--- config.mk ---
export PLATFORM = sky130hd
export DESIGN_NAME = ov7670_pixel_capture
export DESIGN_NICKNAME = d
export VERILOG_FILES = /design/src/rtl/ov7670_pkg.sv /design/src/rtl/ov7670_byte_packer.sv /design/src/rtl/ov7670_pixel_capture.sv
export SDC_FILE = /design/constraint.sdc
export NUM_CORES = 1
export LEC_CHECK = 0
export CAP_MARGIN = 20
export CORE_MARGIN = 2
export CORE_UTILIZATION = 30
export CTS_CLUSTER_DIAMETER = 40
export CTS_CLUSTER_SIZE = 40
export DETAILED_ROUTE_END_ITERATION = 10
export PLACE_DENSITY_LB_ADDON = 0.1
export SLEW_MARGIN = 25
export SYNTH_ARGS = -nofsm -noshare
export SYNTH_HDL_FRONTEND = slang
export SYNTH_SLANG_ARGS = --single-unit
--- constraint.sdc ---
create_clock -name clock_pclk -period 2.9 [get_ports clock_pclk]
set_clock_uncertainty 0.05 [all_clocks]
set_input_delay 0.58 -clock clock_pclk [delete_from_list [all_inputs] [get_ports clock_pclk]]
set_output_delay 0.58 -clock clock_pclk [all_outputs]
set_load 0.01 [all_outputs]
--- src/rtl/ov7670_pkg.sv ---
// Shared constants and the RGB565 pixel type for the OV7670 capture path.
package ov7670_pkg;

  localparam int OV_H_ACTIVE = 640;
  localparam int OV_V_ACTIVE = 480;
  localparam int OV_COL_W    = 10;
  localparam int OV_ROW_W    = 9;

  typedef struct packed {
    logic [4:0] r;
    logic [5:0] g;
    logic [4:0] b;
  } rgb565_t;

  function automatic rgb565_t pack_rgb565(input logic [7:0] high_byte, input logic [7:0] low_byte);
    return rgb565_t'({high_byte, low_byte});
  endfunction

endpackage

--- src/rtl/ov7670_byte_packer.sv ---
// Pairs camera bytes into RGB565 pixels: phase flop, high-byte register and
// a combinational pixel-complete strobe on the edge that samples the low byte.
module ov7670_byte_packer
  import ov7670_pkg::*;
(
  input  logic       clk,
  input  logic       rst,
  input  logic       byte_en,
  input  logic [7:0] data,
  output rgb565_t    pixel,
  output logic       pixel_done
);

  logic       phase;
  logic [7:0] high_byte;

  // Phase toggles per accepted byte and drops back to 0 whenever bytes stop.
  always_ff @(posedge clk or posedge rst) begin
    if (rst) begin
      phase     <= 1'b0;
      high_byte <= 8'h00;
    end else if (byte_en) begin
      phase <= ~phase;
      if (!phase) begin
        high_byte <= data;
      end else begin
        high_byte <= high_byte;
      end
    end else begin
      phase     <= 1'b0;
      high_byte <= high_byte;
    end
  end

  // Pixel is complete when the second byte of the pair is on the bus.
  always_comb begin
    pixel      = pack_rgb565(high_byte, data);
    pixel_done = byte_en & phase;
  end

endmodule

--- src/rtl/ov7670_pixel_capture.sv ---
// OV7670 RGB565 capture: packs bytes into pixels and tags them with row/column.
// Optional frame_done pulse is built when CAPTURE_FRAME_DONE_EN is defined.
module ov7670_pixel_capture
  import ov7670_pkg::*;
#(
  parameter int H_ACTIVE = OV_H_ACTIVE,
  parameter int V_ACTIVE = OV_V_ACTIVE
) (
  input  logic                clock_pclk,
  input  logic                pin_reset,
  input  logic                vs,
  input  logic                href,
  input  logic [7:0]          data,
  output logic [15:0]         o_data,
  output logic                flag,
  output logic [OV_ROW_W-1:0] o_row,
  output logic [OV_COL_W-1:0] o_col
`ifdef CAPTURE_FRAME_DONE_EN
  ,
  output logic                frame_done
`endif
);

  localparam logic [OV_COL_W-1:0] H_MAX    = OV_COL_W'(H_ACTIVE);
  localparam logic [OV_ROW_W-1:0] V_MAX    = OV_ROW_W'(V_ACTIVE);
  localparam logic [OV_COL_W-1:0] LAST_COL = OV_COL_W'(H_ACTIVE - 1);
  localparam logic [OV_ROW_W-1:0] LAST_ROW = OV_ROW_W'(V_ACTIVE - 1);

  logic                href_d;
  logic                armed;
  logic                line_had;
  logic [OV_COL_W-1:0] x;
  logic [OV_ROW_W-1:0] y;
  logic                byte_en;
  logic                href_fall;
  logic                emit;
  rgb565_t             pixel;
  logic                pixel_done;

  // After reset, bytes are ignored until vs is seen or href rises, so a
  // partially captured line never starts a frame.
  always_comb begin
    byte_en   = href & ~vs & (armed | ~href_d);
    href_fall = href_d & ~href & ~vs;
    emit      = pixel_done & (x < H_MAX) & (y < V_MAX);
  end

  ov7670_byte_packer u_packer (
    .clk        (clock_pclk),
    .rst        (pin_reset),
    .byte_en    (byte_en),
    .data       (data),
    .pixel      (pixel),
    .pixel_done (pixel_done)
  );

  // Row/column counters and registered pixel outputs; vs overrides href.
  always_ff @(posedge clock_pclk or posedge pin_reset) begin
    if (pin_reset) begin
      href_d   <= 1'b1;
      armed    <= 1'b0;
      line_had <= 1'b0;
      x        <= '0;
      y        <= '0;
      o_data   <= 16'h0000;
      o_row    <= '0;
      o_col    <= '0;
      flag     <= 1'b0;
    end else begin
      href_d <= href;
      flag   <= 1'b0;
      if (vs) begin
        armed    <= 1'b1;
        line_had <= 1'b0;
        x        <= '0;
        y        <= '0;
      end else begin
        if (href && !href_d) begin
          armed <= 1'b1;
        end
        if (href_fall) begin
          x        <= '0;
          line_had <= 1'b0;
          if (line_had && (y < V_MAX)) begin
            y <= y + OV_ROW_W'(1);
          end
        end else if (emit) begin
          o_data   <= pixel;
          o_col    <= x;
          o_row    <= y;
          flag     <= 1'b1;
          x        <= x + OV_COL_W'(1);
          line_had <= 1'b1;
        end
      end
    end
  end

`ifdef CAPTURE_FRAME_DONE_EN
  logic fd_armed;
  logic corner_hit;

  always_comb begin
    corner_hit = flag & (o_row == LAST_ROW) & (o_col == LAST_COL) & fd_armed;
  end

  // One pulse the edge after the bottom-right pixel; vs re-arms it.
  always_ff @(posedge clock_pclk or posedge pin_reset) begin
    if (pin_reset) begin
      frame_done <= 1'b0;
      fd_armed   <= 1'b1;
    end else begin
      frame_done <= corner_hit;
      if (vs) begin
        fd_armed <= 1'b1;
      end else if (corner_hit) begin
        fd_armed <= 1'b0;
      end else begin
        fd_armed <= fd_armed;
      end
    end
  end
`endif

endmodule

### Yosys cells after proc, flatten, opt, wreduce, memory -nomap -nowiden

Cells that the tools add are included.

* output and inout bits: 36
* input port bits: 12
* bits in registers: 67
* logic and storage cells: 53

* muxes and demuxes: 15
* reduce and logical (&&, ||, !) cells: 10
* bitwise operators: 13
* add/subtract/negate cells: 2
* magnitude comparators: 2

Operators by type and width (count)
* 10-bit two-way mux: 3
* 9-bit two-way mux: 3
* 10-bit by 1-bit adder with 10-bit output (second input constant): 1
* 10-bit less-than comparator (second input constant): 1
* 9-bit by 1-bit adder with 9-bit output (second input constant): 1
* 9-bit less-than comparator (second input constant): 1
* 1-bit two-way mux: 9
* 1-bit bitwise AND: 7
* 2-bit nonzero test: 3
* 1-bit NOT: 5
* 2-bit AND reduction: 2
* 3-bit AND reduction: 1
* 3-bit nonzero test: 1
* 1-bit logical AND: 2
* 1-bit logical NOT: 1
* 1-bit bitwise OR: 1

### Depth between registers and ports, before layout

Gate-level depths: netlist (run 1).

* depth in word-level cells: 9
* mapped depth: 6
* depth with buffers taken out: 5

### By module

From an unflattened synthesis (run 1), not the netlist that was laid out.

* cell total of the unflattened synthesis: 218
* area total of the unflattened synthesis: 2895.3 sq um

Modules (own cells, without submodules)
* ov7670_pixel_capture: seq. area each 1452.6 sq um, area an instance 2453.6 sq um, instances 1, cells each 189
* ov7670_byte_packer: seq. area each 225.2 sq um, area an instance 441.7 sq um, instances 1, cells each 29

### Least setup slack after synthesis (run 1)

OpenSTA, ideal clock, no wires.

* path type: input-to-reg
* from: input port href
* to: register o_data[3]
* path buffers: 1
* slack: 1.197 ns
* required time: 2.725 ns
* setup time: 0.125 ns
* data arrival time: 1.529 ns
* stages: 5
* cell sequence: nor2b_4 nand4_4 nor2_2 buf_4 mux2_2

* word-level cells in the longest chain between the ends: 6
* elaborated cells between the ends (all ways): 10
* those cells by class: bitwise: 9; reduce/logical: 1

Ends and longest elaborated chain
* start, declared: line ov7670_pixel_capture.sv:12 `input logic href,`
* 1-bit bitwise AND (2 in series): line ov7670_pixel_capture.sv:43 `byte_en = href & ~vs & (armed | ~href_d);`
* 1-bit bitwise AND: line ov7670_byte_packer.sv:38 `pixel_done = byte_en & phase;`
* 1-bit bitwise AND (2 in series): line ov7670_pixel_capture.sv:45 `emit = pixel_done & (x < H_MAX) & (y < V_MAX);`
* 3-bit AND reduction (no line) *
* end signal, assigned: line ov7670_pixel_capture.sv:88 `o_data <= pixel;`
* end, declared: line ov7670_pixel_capture.sv:14 `output logic [15:0] o_data,`

Every way passes the cells marked *; elsewhere a longest branch is shown, timed or not.
A chain may end at the register's enable or synchronous reset.

### Worst setup path in the final report (run 1)

* from: input port href
* to: register o_data[5]

Same word-level chain as after synthesis.

==> out/metrics.yaml, run 1 <==
cp_cell_sequence: "clkdlybuf4s50_1 > nor2b_4 > nand4_4 > nor2_4 > buf_12 > mux2_2"
peakVddDrop_v: 0.000252
drive_above_1_share_pct: 28.3
grt.overflow.total: 0
drt_iter0_markers: 58
syn_inst: 210
cts.hold.buffers_added: 0
synth_common_cells: "66 x dfrtp_1, 39 x mux2_2, 16 x nand2_1, 12 x nor2_1"
placed_area_um2: 3540
worstPathArrival_ns: 2.23
critical_path.max_fanout: 28
hp-start: "armed"
die_w_um: 102
p_leak_nw: 1.60
cp_slowest_stage_delay_ns: 0.54
synthArstFlopShare_pct: 100
syn-num-nets: 224
critPathTopFamily: "buffers and inverters"
ff2ff_setup_slack_ns: 0.95
diodes: 0
wl_um: 5720
rsz0062_at_grt: "no"
layout_setup_ws_ns: 0.848
hpwl_um: 3760
worstPathRequired_ns: 3.08
hold_violations: 0
holdCritPathClass: "reg -> reg"
avgSynthCellArea_um2: 13.7
synth_top_cell_by_area: "dfrtp_1"
num_vias: 1802
r2r-start: "y[5]"
drt_pass1_iterations: 4
io_pins: 48
clk_pin_slew_worst_paths_ns: 0.07
htree_num_levels: 3
hold_end: "armed"
synth_edf_count: 0
p_per_area_nw_per_um2: 607
cp-start-kind: "input port"
preCtsSetupSlack_ns: 0.470
min_period_ns: 2.05
grt_pass1_wl_um: 9580
fillers: 940
drc: 0
maxSlewViolCount: 0
r2r_cells: 4
fin_area_um2: 3770
drtAntennaViolNets: 0
wirelength_met1_um: 2790
grt_usage_pct: 12.2
die_y_um: 102
grt_pass1_vias: 1851
clockBufferDepth: 2
numPortBuffers: 47
place_inst: 385
cts_buffers: 9
antenna_found_initial: 0
synth_ff_type: "dfrtp_1"
final_nets: 281
insertion_delay_ns: 0.34
worstSetupPathType: "in -> reg"
die_area_um2: 10400
cp_slowest_cell: "clkdlybuf4s50_1"
yosysWarnings: 0
area_growth_pct: 30.9
crit_buf_inv: 2
synth.most_common_cell: "dfrtp_1"
top_layer: "met4"
met3_length_um: 268
max_slew_margin_pct: 51.6
start_util_pct: 31.0
cts-root-buf: "clkbuf_8"
hold_depth: 2
vias_per_cell: 4.49
coreArea_um2: 9280
synth_seq_area_share_pct: 58.3
fin_setup_tns_ns: 0
synth_top_area_share_pct: 57.3
synthTopCellsByArea: "dfrtp_1 57%, mux2_2 15%, mux2i_1 2.1%"
status: "finished clean"
cts_setup_buffers: 0
row_count: 35
worst_slew_pin_slew_ns: 0.726
gp_congestion: 0.725
grt_start_max_net_pins: 29
synth_cell_type_count: 41
synth_seq_cells: 67
fmax_mhz: 487
fin_cells: 401
clock-sinks: 67
cts_tree: "yes"
syn_area_um2: 2880
fin_crit_sh_pct: 70.8
reg2reg_to: "o_data[13]"
power.total_mw: 2.29
endpoint_kind: "flop"
max-cap-violations: 0
finalSetupViolCount: 0
wl_met2_um: 2590
cts_resized: 0
wl_per_cell_um: 14.3
## final cells by class
type	instances	area, µm²	share of cell area [%]
Multi-Input combinational cell	134	1140	30.3
Tap cell	129	161	4.28
Inverter	2	7.51	0.199
Clock inverter	5	75.1	1.99
Clock buffer	11	151	4.02
Timing Repair Buffer	53	553	14.7
Sequential cell	67	1680	44.5
## worst reg2reg max path, stage by stage (launching register included)
cell and delay [ns]:
dfrtp_1 0.44, and4_1 0.70, nor2_4 0.11, buf_12 0.20, mux2_1 0.34
## layout by cell type, fill, tap and decap left out, types with 2 or more instances in the layout
master	instances
clkinv_2	3
a21oi_1	3
nand2_1	16
mux2_2	39
ha_1	2
bufinv_16	2
o21ai_0	3
dfrtp_1	66
mux2i_1	6
nor4b_2	2
clkdlybuf4s50_1	47
buf_4	3
xnor2_1	6
or3_1	3
o31ai_1	2
nand3_1	6
nor2_1	12
or4_1	2
buf_12	3
clkbuf_8	11
nor2b_1	2
or2_2	2
and4_1	3
mux2_1	4
nand4_1	3
## through the flow
| step | hold WS [ns] | utilization, % |
|---|---|---|
| after global routing | 0.463 | 40.6 |
| after floorplan | 0.383 | - |
| after CTS | 0.425 | 40.6 |
| after detailed placement | 0.407 | 38.2 |
| after global placement | 0.414 | 38.2 |
| final | 0.421 | 40.6 |
## power by group
part / switching (mW) / internal, mW
clock: 0.356 / 0.527
sequential: 0.0451 / 1.03
combinational: 0.126 / 0.207
## logic make-up (layout without fill, tap and decap cells)
kind of cell | count (synthesis) | count (layout) | synth area share [%]
and+or+nand+nor | 63 | 63 | 14.3
AOI/OAI and AO/OA | 12 | 12 | 2.78
buffers and inverters | 9 | 71 | 2.22
muxes | 50 | 50 | 19.4
adders and majority gates | 2 | 2 | 0.869
DFF | 67 | 67 | 58.3
xor gates and xnor gates | 7 | 7 | 2.13
## worst max path at each step
stage / startpoint / end / slack (ns) / cells after the start
CTS: href / o_row[8] / 0.85 / 6
floorplan: pin_reset / armed / 0.59 / 1
finish: href / o_data[5] / 0.85 / 6
global placement: href / o_row[5] / 0.50 / 6
detailed placement: href / o_data[12] / 0.47 / 6
global route: href / o_data[5] / 0.72 / 6
## state kept, by name, summed over array words and instances (netlist names)
register and cells:
armed 1, o_col 10, o_row 9, u_packer.high_byte 8, x 10, href_d 1, flag 1, line_had 1
y 9, o_data 16, u_packer.phase 1
## metal layers
layer	global-route usage [%]	vias up
li1	-	872
met1	16.2	890
met2	18.0	36
met3	4.72	4
met4	4.62	0
met5	0	-
Power figures use the tool's default switching activity.
==> inputs of run 2 (changes only) <==
==> constraint.sdc (replaced) <==
create_clock -name clock_pclk -period 1.9 [get_ports clock_pclk]
set_clock_uncertainty 0.05 [all_clocks]
set_input_delay 0.38 -clock clock_pclk [delete_from_list [all_inputs] [get_ports clock_pclk]]
set_output_delay 0.38 -clock clock_pclk [all_outputs]
set_load 0.01 [all_outputs]
==> run 2 against run 1 <==
Net effect: highest routed layer unchanged; largest power group unchanged; clock-buffer cell count fell by 2; sequential power is 53% higher; first-iteration DRC count shrank 33%; largest cell class unchanged; cell count rose by 3.2%; sequential cell count is the same.
==> out/metrics.yaml, run 2 (same netlist as run 1, synthesis figures left out) <==
status: "finished clean"
grt.overflow.total: 0
largest_reg_flops: 16
fin_crit_sh_pct: 94.6
critical_path.max_fanout: 5
clockBufferDepth: 2
max_slew_margin_pct: 58.2
drt_pass1_iterations: 4
final_nets: 294
finalCoreUtilization_pct: 41.8
cts-root-buf: "clkbuf_8"
wl_um: 5890
rsz0062_at_grt: "no"
clock-sinks: 67
worstPathRequired_ns: 2.12
maxSlewViolCount: 0
cp_slowest_stage_delay_ns: 0.50
die_y_um: 102
cp_cell_sequence: "clkdlybuf4s50_1 > nor2b_4 > nand4_4 > buf_4 > nor4_1 > mux2i_1"
top_regs: "o_data (16), o_col (10), x (10)"
clk_pin_slew_worst_paths_ns: 0.08
crit_buf_inv: 2
cts_setup_buffers: 0
insertion_delay_ns: 0.35
worst-path-stages: 6
cp-start-kind: "input port"
drc: 0
htree_num_levels: 3
worstSetupPathType: "in -> reg"
hold_violations: 0
regMostFlops: "o_data"
coreArea_um2: 9280
gp_congestion: 0.876
holdCritPathClass: "in -> async"
cts_buffers: 9
cts_resized: 0
peakVddDrop_v: 0.000527
antenna_found_initial: 0
placed_area_um2: 3630
cts.hold.buffers_added: 0
mostFrequentLayoutCells: "65 x dfrtp_1, 47 x clkdlybuf4s50_1, 39 x mux2_2"
numPortBuffers: 47
power.total_mw: 3.63
drt_iter0_markers: 39
max-cap-violations: 0
worst_slew_pin_slew_ns: 0.624
cp_slowest_cell: "clkdlybuf4s50_1"
die_area_um2: 10400
area_growth_pct: 34.8
p_leak_nw: 1.66
finalSetupViolCount: 0
grt_pass1_vias: 1990
grt_usage_pct: 13.1
grt_start_max_net_pins: 29
min_period_ns: 1.80
die_w_um: 102
drtAntennaViolNets: 0
vias_per_cell: 4.50
r2r_cells: 4
critPathTopFamily: "simple AND/OR/NAND/NOR gates"
r2r-start: "y[6]"
num_vias: 1864
endpoint_kind: "flop"
p_per_area_nw_per_um2: 934
io_pins: 48
hold_ws_ns: 0.338
fmax_mhz: 556
start_util_pct: 31.0
drive_above_1_share_pct: 31.9
hpwl_um: 4050
layout_commonest_cell: "dfrtp_1"
worstPathArrival_ns: 2.01
row_count: 35
fin_setup_tns_ns: 0
critPathLaunch: "href"
grt_pass1_wl_um: 10200
cts_tree: "yes"
wl_per_cell_um: 14.2
fin_area_um2: 3880
diodes: 0
run 2: changes by cell type in the layout (fill, tap and decap cells not counted):
| cell | before | now |
|---|---|---|
| dfrtp_2 | 0 | 1 |
| buf_4 | 3 | 17 |
| buf_12 | 3 | 2 |
| clkbuf_8 | 11 | 9 |
| clkinvlp_4 | 0 | 2 |
| bufinv_16 | 2 | 3 |
| inv_2 | 1 | 0 |
| dfrtp_1 | 66 | 65 |
| inv_6 | 0 | 1 |
| clkinv_2 | 3 | 0 |
| clkinv_4 | 0 | 2 |
run 2: per-layer routing:
layer  GRT usage (%)  share of wire, %  vias up  routed length (µm)
met1            18.4                50      914                2970
li1                -                 -      895                   -
met5               0                 0        -                   0
met3            4.04               4.5       12                 265
met4            5.23               1.9        0                 112
met2            18.7                43       43                2550
run 2: area by class of cell:
type	instances	area, µm²
multi-input combinational	134	1140
clock buffer	9	124
inverter	2	11.3
fill	894	5400
tap	129	161
sequential	67	1680
clock inverter	7	124
timing repair buffer	66	638
run 2: worst paths after layout:
kind | slack (ns) | to
worst max-delay path | 0.10 | x[8]
worst min-delay path | 0.34 | y[8]
worst max register to register | 0.15 | x[9]
worst min register to register | 0.43 | armed
max in group asynchronous | 0.93 | o_data[6]
min in group clock_pclk | 0.43 | armed
run 2: stage by stage:
step,setup slack [ns],instances
floorplan,0.304,210
global placement,-0.229,398
detailed placement,-0.253,398
CTS,0.107,414
global route,0.0163,414
finish,0.102,414
run 2: where the power goes:
group          internal (mW)  switching (mW)  total, mW
logic                  0.320           0.194      0.514
clock network          0.880           0.594       1.47
registers               1.57          0.0706       1.64
==> inputs of run 3 (changes only) <==
--- a/config.mk
+++ b/config.mk
@@ -12,6 +12,7 @@
 export CTS_CLUSTER_SIZE = 40
 export DETAILED_ROUTE_END_ITERATION = 10
 export PLACE_DENSITY_LB_ADDON = 0.1
+export RECOVER_POWER = 50
 export SLEW_MARGIN = 25
 export SYNTH_ARGS = -nofsm -noshare
 export SYNTH_HDL_FRONTEND = slang
==> run 3 against run 2 <==
Net effect: die area stayed put; combinational power is 1% lower; first-iteration DRC count is 13% lower; register-to-register slack hardly changed; routed wire length is 0.10% lower; final area is 0.64% lower; sequential share of layout area is 0.28 points higher; utilization is 0.27 points lower; maximum frequency is 0.40% higher; sequential cell count stayed put; largest power group unchanged; critical path depth stayed put; clock-buffer cell count stayed put.
==> out/metrics.yaml, run 3 (same netlist as run 1, synthesis figures left out) <==
status: "finished clean"
io_pins: 48
endpoint_kind: "flop"
largest_reg_flops: 16
holdCritPathClass: "reg -> reg"
clock-sinks: 67
cp-start-kind: "input port"
grtUsageMet1_pct: 18.4
wl_per_cell_um: 14.2
final_nets: 294
placed_area_um2: 3630
cts_setup_buffers: 0
reg2reg_to: "x[9]"
power.total_mw: 3.62
min_period_ns: 1.79
preCtsSetupSlack_ns: -0.253
cts-root-buf: "clkbuf_8"
fmax_mhz: 558
p_per_area_nw_per_um2: 938
max-cap-violations: 0
worstPathRequired_ns: 2.12
drive_above_1_share_pct: 30.2
vias_per_cell: 4.50
coreArea_um2: 9280
clockBufferDepth: 2
grt.overflow.total: 0
gp_congestion: 0.876
p_leak_nw: 1.65
peakVddDrop_v: 0.000525
cts_buffers: 9
die_y_um: 102
ff2ff_setup_slack_ns: 0.15
r2r_cells: 4
grt_pass1_wl_um: 10200
diodes: 0
fin_crit_sh_pct: 94.3
worstPathArrival_ns: 2.01
top_regs: "o_data (16), o_col (10), x (10)"
cts.hold.buffers_added: 0
rsz0062_at_grt: "no"
area_growth_pct: 33.9
drtAntennaViolNets: 0
clk_pin_slew_worst_paths_ns: 0.08
maxSlewViolCount: 0
fillers: 901
drc: 0
drt_pass1_iterations: 4
seq_area_um2: 1680
drt_iter0_markers: 34
row_count: 35
regMostFlops: "o_data"
antenna_found_initial: 0
hold_violations: 0
multiInputGateArea_um2: 1140
htree_num_levels: 3
numPortBuffers: 47
start_util_pct: 31.0
mostFrequentLayoutCells: "65 x dfrtp_1, 45 x clkdlybuf4s50_1, 39 x mux2_2"
busiest_layer: "met2"
worst_slew_pin_slew_ns: 0.876
layout_setup_ws_ns: 0.109
die_w_um: 102
hold_depth: 2
worstSetupPathType: "in -> reg"
grt_pass1_vias: 1990
finalSetupViolCount: 0
cts_resized: 0
hpwl_um: 4050
cts_tree: "yes"
layout_commonest_cell: "dfrtp_1"
r2r-start: "y[6]"
hold_end: "armed"
max_slew_margin_pct: 41.3
die_area_um2: 10400
wl_um: 5880
critical_path.max_fanout: 5
num_vias: 1861
grt_start_max_net_pins: 29
hp-start: "armed"
insertion_delay_ns: 0.35
fin_area_um2: 3860
gr-usage-met2_pct: 18.7
grt_usage_pct: 13.1
use_met3_pct: 4.04
==> run 3: changes by cell type in the layout (fill, tap and decap cells not counted), sizes merged <==
cell / change
buf: -6
clkbuf: +6
clkdlybuf4s50: -2
dlygate4sd3: +2
==> run 3: layout make-up <==
class                   count  share of cell area [%]
inverters                   2                   0.227
well taps                 129                    4.19
multi-input cells         134                    29.6
flip-flops and latches     67                    43.5
clock buffers               9                    3.21
clock inverters             7                    3.21
repair buffers             66                    16.0
==> run 3: power breakdown <==
group          switching, mW  leakage (nW)  internal, mW
sequential            0.0704         0.877          1.57
clock                  0.593         0.120         0.880
combinational          0.193         0.649         0.315
==> run 3: routing by layer <==
metal | wire, µm | share of wire (%) | vias to the layer above
met1 | 2970 | 51 | 911
li1 | - | - | 895
met3 | 264 | 4.5 | 12
met4 | 112 | 1.9 | 0
met2 | 2530 | 43 | 43
met5 | 0 | 0 | -
==> run 3: worst max path at each step <==
stage	from	end	cells past startpoint	slack, ns
after floorplan	y[6]	y[7]	5	0.30
after global placement	vs	x[8]	6	-0.23
after detailed placement	href	x[5]	6	-0.25
after CTS	href	x[8]	6	0.11
after global routing	href	x[7]	6	0.009
final	href	x[8]	6	0.11
==> run 3: worst max-delay path: stages <==
cell	delay, ns
clkdlybuf4s50_1	0.49
nor2b_4	0.19
nand4_4	0.13
buf_4	0.18
nor4_1	0.40
mux2i_1	0.23
==> run 3: metrics by stage <==
stage / cells / hold WS [ns] / setup TNS, ns / util [%]
3_5_place_dp: 398 / 0.415 / -10.22 / 39.1
3_3_place_gp: 398 / 0.400 / -9.82 / 39.1
6_report: 414 / 0.429 / 0 / 41.5
2_1_floorplan: 210 / 0.334 / 0 / -
4_1_cts: 414 / 0.345 / 0 / 41.8
5_1_grt: 414 / 0.465 / 0 / 41.5
